$ cat src/rtl/forward_ctrl.sv
`default_nettype none
// ============================================================================
// Module   : forward_ctrl
// Purpose  : Operand-forwarding and load-use hazard controller for the
//            5-stage pipeline. Tracks the producers in EX and MEM, registers
//            the select lines of the two 4-way EX operand muxes, and raises a
//            one-cycle stall when ID reads the destination of a load in EX.
// Ports    : clk_i          pipeline clock (rising edge)
//            rst_i          asynchronous active-low reset
//            hold_i         global freeze; no internal state changes
//            flush_i        branch taken; instruction leaving ID becomes bubble
//            id_valid_i     ID holds a real instruction
//            id_rs1_i/rs2_i source register indices in ID
//            id_use_rs1_i/rs2_i  source read enables
//            id_rd_i        destination index in ID
//            id_regwrite_i  instruction writes rd
//            id_memread_i   instruction is a load
//            fwd_a_o/b_o    operand mux selects for the instruction in EX
//                           (00 regfile, 01 MEM/WB data, 10 EX/MEM ALU result)
//            stall_o        combinational load-use stall request
//            stall_cnt_o    saturating count of stall cycles
// Revision : 1.0 - initial release
// ============================================================================
module forward_ctrl #(
    parameter int REG_W = 5,
    parameter int CNT_W = 32
) (
    input  logic             clk_i,
    input  logic             rst_i,
    input  logic             hold_i,
    input  logic             flush_i,
    input  logic             id_valid_i,
    input  logic [REG_W-1:0] id_rs1_i,
    input  logic [REG_W-1:0] id_rs2_i,
    input  logic             id_use_rs1_i,
    input  logic             id_use_rs2_i,
    input  logic [REG_W-1:0] id_rd_i,
    input  logic             id_regwrite_i,
    input  logic             id_memread_i,
    output logic [1:0]       fwd_a_o,
    output logic [1:0]       fwd_b_o,
    output logic             stall_o,
    output logic [CNT_W-1:0] stall_cnt_o
);

    localparam logic [1:0]       c_SEL_RF  = 2'b00;
    localparam logic [1:0]       c_SEL_MEM = 2'b01;
    localparam logic [1:0]       c_SEL_EX  = 2'b10;
    localparam logic [REG_W-1:0] c_REG_X0  = '0;
    localparam logic [CNT_W-1:0] c_CNT_MAX = '1;

    // Producer records. The WB stage is not kept: the register file is
    // write-through, so a WB producer is already visible through select 00
    // and its record would never influence any output.
    logic             r_ex_valid;
    logic [REG_W-1:0] r_ex_rd;
    logic             r_ex_regwrite;
    logic             r_ex_memread;
    logic             r_mem_valid;
    logic [REG_W-1:0] r_mem_rd;
    logic             r_mem_regwrite;

    logic [1:0]       r_fwd_a;
    logic [1:0]       r_fwd_b;
    logic [CNT_W-1:0] r_stall_cnt;

    logic w_ex_match_rs1;
    logic w_ex_match_rs2;
    logic w_mem_match_rs1;
    logic w_mem_match_rs2;
    logic w_stall;
    logic w_bubble;
    logic [1:0] w_sel_a;
    logic [1:0] w_sel_b;

    // A source never matches x0 or an unused operand, so those always read
    // the register file and never trigger a stall.
    assign w_ex_match_rs1  = r_ex_valid & r_ex_regwrite & (r_ex_rd == id_rs1_i)
                           & (id_rs1_i != c_REG_X0) & id_use_rs1_i;
    assign w_ex_match_rs2  = r_ex_valid & r_ex_regwrite & (r_ex_rd == id_rs2_i)
                           & (id_rs2_i != c_REG_X0) & id_use_rs2_i;
    assign w_mem_match_rs1 = r_mem_valid & r_mem_regwrite & (r_mem_rd == id_rs1_i)
                           & (id_rs1_i != c_REG_X0) & id_use_rs1_i;
    assign w_mem_match_rs2 = r_mem_valid & r_mem_regwrite & (r_mem_rd == id_rs2_i)
                           & (id_rs2_i != c_REG_X0) & id_use_rs2_i;

    // A load in EX has no result yet; the dependent instruction waits one
    // cycle, after which the load sits in MEM and is forwarded from there.
    assign w_stall  = id_valid_i & r_ex_valid & r_ex_memread
                    & (w_ex_match_rs1 | w_ex_match_rs2);

    assign w_bubble = w_stall | flush_i | ~id_valid_i;

    // The youngest producer (EX) wins over the older one (MEM).
    assign w_sel_a  = w_ex_match_rs1  ? c_SEL_EX  :
                      w_mem_match_rs1 ? c_SEL_MEM : c_SEL_RF;
    assign w_sel_b  = w_ex_match_rs2  ? c_SEL_EX  :
                      w_mem_match_rs2 ? c_SEL_MEM : c_SEL_RF;

    always_ff @(posedge clk_i or negedge rst_i) begin
        if (!rst_i) begin
            r_ex_valid     <= 1'b0;
            r_ex_rd        <= '0;
            r_ex_regwrite  <= 1'b0;
            r_ex_memread   <= 1'b0;
            r_mem_valid    <= 1'b0;
            r_mem_rd       <= '0;
            r_mem_regwrite <= 1'b0;
            r_fwd_a        <= c_SEL_RF;
            r_fwd_b        <= c_SEL_RF;
            r_stall_cnt    <= '0;
        end else if (!hold_i) begin
            r_mem_valid    <= r_ex_valid;
            r_mem_rd       <= r_ex_rd;
            r_mem_regwrite <= r_ex_regwrite;

            if (w_bubble) begin
                r_ex_valid    <= 1'b0;
                r_ex_rd       <= '0;
                r_ex_regwrite <= 1'b0;
                r_ex_memread  <= 1'b0;
                r_fwd_a       <= c_SEL_RF;
                r_fwd_b       <= c_SEL_RF;
            end else begin
                r_ex_valid    <= 1'b1;
                r_ex_rd       <= id_rd_i;
                r_ex_regwrite <= id_regwrite_i;
                r_ex_memread  <= id_memread_i;
                r_fwd_a       <= w_sel_a;
                r_fwd_b       <= w_sel_b;
            end

            if (w_stall && (r_stall_cnt != c_CNT_MAX)) begin
                r_stall_cnt <= r_stall_cnt + 1'b1;
            end
        end
    end

    assign fwd_a_o     = r_fwd_a;
    assign fwd_b_o     = r_fwd_b;
    assign stall_o     = w_stall;
    assign stall_cnt_o = r_stall_cnt;

endmodule
`default_nettype wire
$ cat config.mk
export PLATFORM = sky130hd
export DESIGN_NAME = forward_ctrl
export DESIGN_NICKNAME = d
export VERILOG_FILES = /design/src/rtl/forward_ctrl.sv
export SDC_FILE = /design/constraint.sdc
export NUM_CORES = 1
export LEC_CHECK = 0
export CAP_MARGIN = 10
export CORE_MARGIN = 1
export CORE_UTILIZATION = 30
export DETAILED_ROUTE_END_ITERATION = 6
export GPL_TIMING_DRIVEN = 0
export SYNTH_ARGS = -nofsm -noshare
export SYNTH_HDL_FRONTEND = slang
export SYNTH_SLANG_ARGS = --single-unit
$ cat constraint.sdc
create_clock -name clk_i -period 2.19 [get_ports clk_i]
set_input_delay 0.657 -clock clk_i [delete_from_list [all_inputs] [get_ports clk_i]]
set_output_delay 0.657 -clock clk_i [all_outputs]
set_load 0.05 [all_outputs]
==> flow_summary.json <==
{
  "status": "complete, but fails checks",
  "failed_checks": "setup timing",
  "grt_pass1_wl_mm": 10.8,
  "grt_overflow": 0,
  "p_per_area_nw_per_um2": 472,
  "fin_skew_ps": 10.9,
  "async_flop_share_pct": 100,
  "multi_input_area_um2": 1380,
  "p_int_w": 0.00131,
  "cap_violations": 0,
  "min-delay-path-class": "in2async",
  "drtPass1Iterations": 4,
  "worst_slack_ps": -437,
  "wl_mm": 6.48,
  "leakagePower_nw": 1.79,
  "crit_slowest_cell": "or4_4",
  "fp.dieArea_um2": 9020,
  "synth.avg_cell_area_um2": 11.8,
  "first_global_vias": 2118,
  "clk_pin_slew_ps": 100,
  "nets": 334,
  "synthSimpleGateAreaFrac_pct": 22.2,
  "synth.largest_area_cell": "dfrtp_1",
  "register_area_um2": 1290,
  "required_ps": 1530,
  "p_seq_share_pct": 56.5,
  "die_h_um": 95.0,
  "synth_xor_area_share_pct": 17.2,
  "fp-row-count": 33,
  "drive_above_1_share_pct": 31.3,
  "grt_max_degree": 33,
  "netlist_area_um2": 2590,
  "drc": 0,
  "cts_root_buf": "clkbuf_8",
  "period_minus_slack_ps": 2630,
  "core_area_um2": 8300,
  "placed_area_um2": 3370,
  "startpoint": "id_rs1_i[2]",
  "synthMuxAreaShare_pct": 3.47,
  "utilization_pct": 44.5,
  "pre_cts_slack_ps": -1560,
  "antenna_found_initial": 0,
  "worstMarginPinSlew_ps": 785,
  "worst_path_largest_cell_delay_ps": 580,
  "cts_buffers": 5,
  "relSlewSlack_pct": 47.6,
  "synth_edf_count": 0,
  "route.antenna.remaining_nets": 0,
  "path_max_fanout": 3,
  "track_usage_pct": 15.7,
  "stdcell_count": 415,
  "p_sw_share_pct": 24.6,
  "crit_path_end_kind": "output port",
  "slew_violations": 0,
  "post-place-cells": 386,
  "path_delay_family": "simple AND/OR/NAND/NOR gates",
  "avgRoutedWirePerCell_um": 15.6,
  "synth.area.top_cells": "dfrtp_1, xnor2_1, nand4_1, mux2_2, a22o_1",
  "initialDrtViolationCount": 49,
  "period_share_pct": 120,
  "crit_buf_inv": 2,
  "ys_types": 33,
  "fin_area_um2": 3690,
  "synth_cells": 220,
  "boundaryPins": 61,
  "die_w_um": 95.0,
  "reg2reg_from": "r_ex_rd[4]$_DFFE_PN0N_",
  "p_comb_share_pct": 12.9,
  "viasPerCell": 4.93,
  "power_frac_clock_pct": 30.7,
  "fmax_mhz": 381,
  "portBuffers": 60,
  "cts_sinks": 51,
  "synth_seq_area_share_pct": 49.2,
  "area_growth_pct": 42.3,
  "worst_hold_slack_ps": 422,
  "crit_path_start_kind": "input pin",
  "htreeDepth": 2,
  "vias": 2048,
  "initial_core_util_pct": 31.3,
  "synth_top_family_by_area": "simple AND/OR/NAND/NOR gates",
  "ys_ff_latch": 51,
  "layout_common_cells": "dfrtp_1, xnor2_1, dlygate4sd2_1",
  "fill_cells": 797,
  "crit_chain": "buf_2 > xnor2_2 > nand3_1 > or4_4 > a21boi_4 > buf_6",
  "ctsLongestPathBuffers": 2,
  "place.gp.congestion": 0.795,
  "syn_nets": 245,
  "criticalPathCategory": "in2out",
  "setup_viol": 36,
  "power.switching_w": 0.000429,
  "synth-compound-area-share_pct": 5.74,
  "vdd_drop_max_v": 0.000297,
  "hpwl_mm": 4.33,
  "synthFlopType": "dfrtp_1",
  "critPathArrivalTime_ps": 1970,
  "synth_fa_ha_area_share_pct": 0.482,
  "holdBufCountCts": 0,
  "layout_commonest_cell": "dfrtp_1",
  "insertion_delay_ps": 310,
  "finalHoldViolations": 0,
  "yosysWarnings": 0,
  "cts_tree": "done",
  "synth_top_area_share_pct": 49.2,
  "n_antenna_cell": 0,
  "grt_setup_unrepaired": "yes"
}
## sequential cells by signal (all words and copies together), names as in the netlist
| name | flops |
|---|---|
| stall_cnt_o | 32 |
| r_ex_rd | 5 |
| r_mem_rd | 5 |
| fwd_a_o | 2 |
| fwd_b_o | 2 |
| r_ex_memread | 1 |
| r_ex_regwrite | 1 |
| r_ex_valid | 1 |
| r_mem_regwrite | 1 |
| r_mem_valid | 1 |
## power by group through the flow
stage,sequential [W],combinational (W),clock [W]
2_1_floorplan,0.000995,0.0000753,0
3_3_place_gp,0.000999,0.000162,0
3_5_place_dp,0.00100,0.000168,0
4_1_cts,0.000983,0.000210,0.000566
5_1_grt,0.000988,0.000243,0.000595
6_report,0.000984,0.000224,0.000535
## final timing paths
check	depth (start not counted)	slack (ps)	end
worst max-delay path	6	-440	stall_o
worst min-delay path	1	420	fwd_b_o[0]$_DFFE_PN0N_
worst max register to register	11	-230	stall_cnt_o[15]$_DFFE_PN0P_
worst min register to register	1	490	stall_cnt_o[17]$_DFFE_PN0P_
max in group asynchronous	2	1180	r_ex_rd[0]$_DFFE_PN0N_
min in group clk_i	1	490	stall_cnt_o[17]$_DFFE_PN0P_
## kinds of logic after synthesis
logic type	count (synthesis)
adders and majority gates	1
muxes	8
buffers and inverters	7
and+or+nand+nor	86
xor gates and xnor gates	51
DFF	51
AOI/OAI and AO/OA	16
## per-stage QoR
| stage | setup TNS [ps] | power, W |
|---|---|---|
| after floorplan | -1620 | 0.00107 |
| after global placement | -94190 | 0.00116 |
| after detailed placement | -33920 | 0.00117 |
| after CTS | -7340 | 0.00176 |
| after global routing | -10140 | 0.00183 |
| final | -5490 | 0.00174 |
## layout make-up
| type | count | area share [%] |
|---|---|---|
| multi-input combinational | 162 | 37.4 |
| sequential | 51 | 34.9 |
| timing repair buffer | 82 | 20.5 |
| tap | 105 | 3.56 |
| clock buffer | 6 | 1.97 |
| buffer | 5 | 1.05 |
| clock inverter | 2 | 0.339 |
| inverter | 2 | 0.203 |
## synthesized netlist by cell type (all sizes together), types with 2 or more instances
| library cell | n |
|---|---|
| nor3 | 5 |
| nand4 | 16 |
| o21ai | 5 |
| or4 | 5 |
| nand2 | 18 |
| a22o | 8 |
| inv | 2 |
| mux2 | 8 |
| xor2 | 8 |
| dfrtp | 51 |
| and2 | 4 |
| xnor2 | 43 |
| clkbuf | 2 |
| nand3 | 17 |
| and4 | 5 |
| and3 | 9 |
| nor4 | 4 |
| buf | 3 |
## metal layers
metal  vias to the layer above  GRT usage [%]  share of wire [%]
met2                        54           25.1                 46
met3                         9           4.43                6.5
met1                      1009           20.9                 46
met4                         0           4.04                1.0
li1                        976              -                  -
met5                         -              0                  0
## repair_timing
item | 4_1_cts | 5_1_grt
pin swaps | 19 | 7
cloned | 0 | 0
setup endpoints to repair | 72 | 50
hold endpoints to repair | 0 | 0
buffers inserted | 19 | 2
gates resized for setup | 101 | 19
No activity file was read; power rests on OpenSTA's default activity.
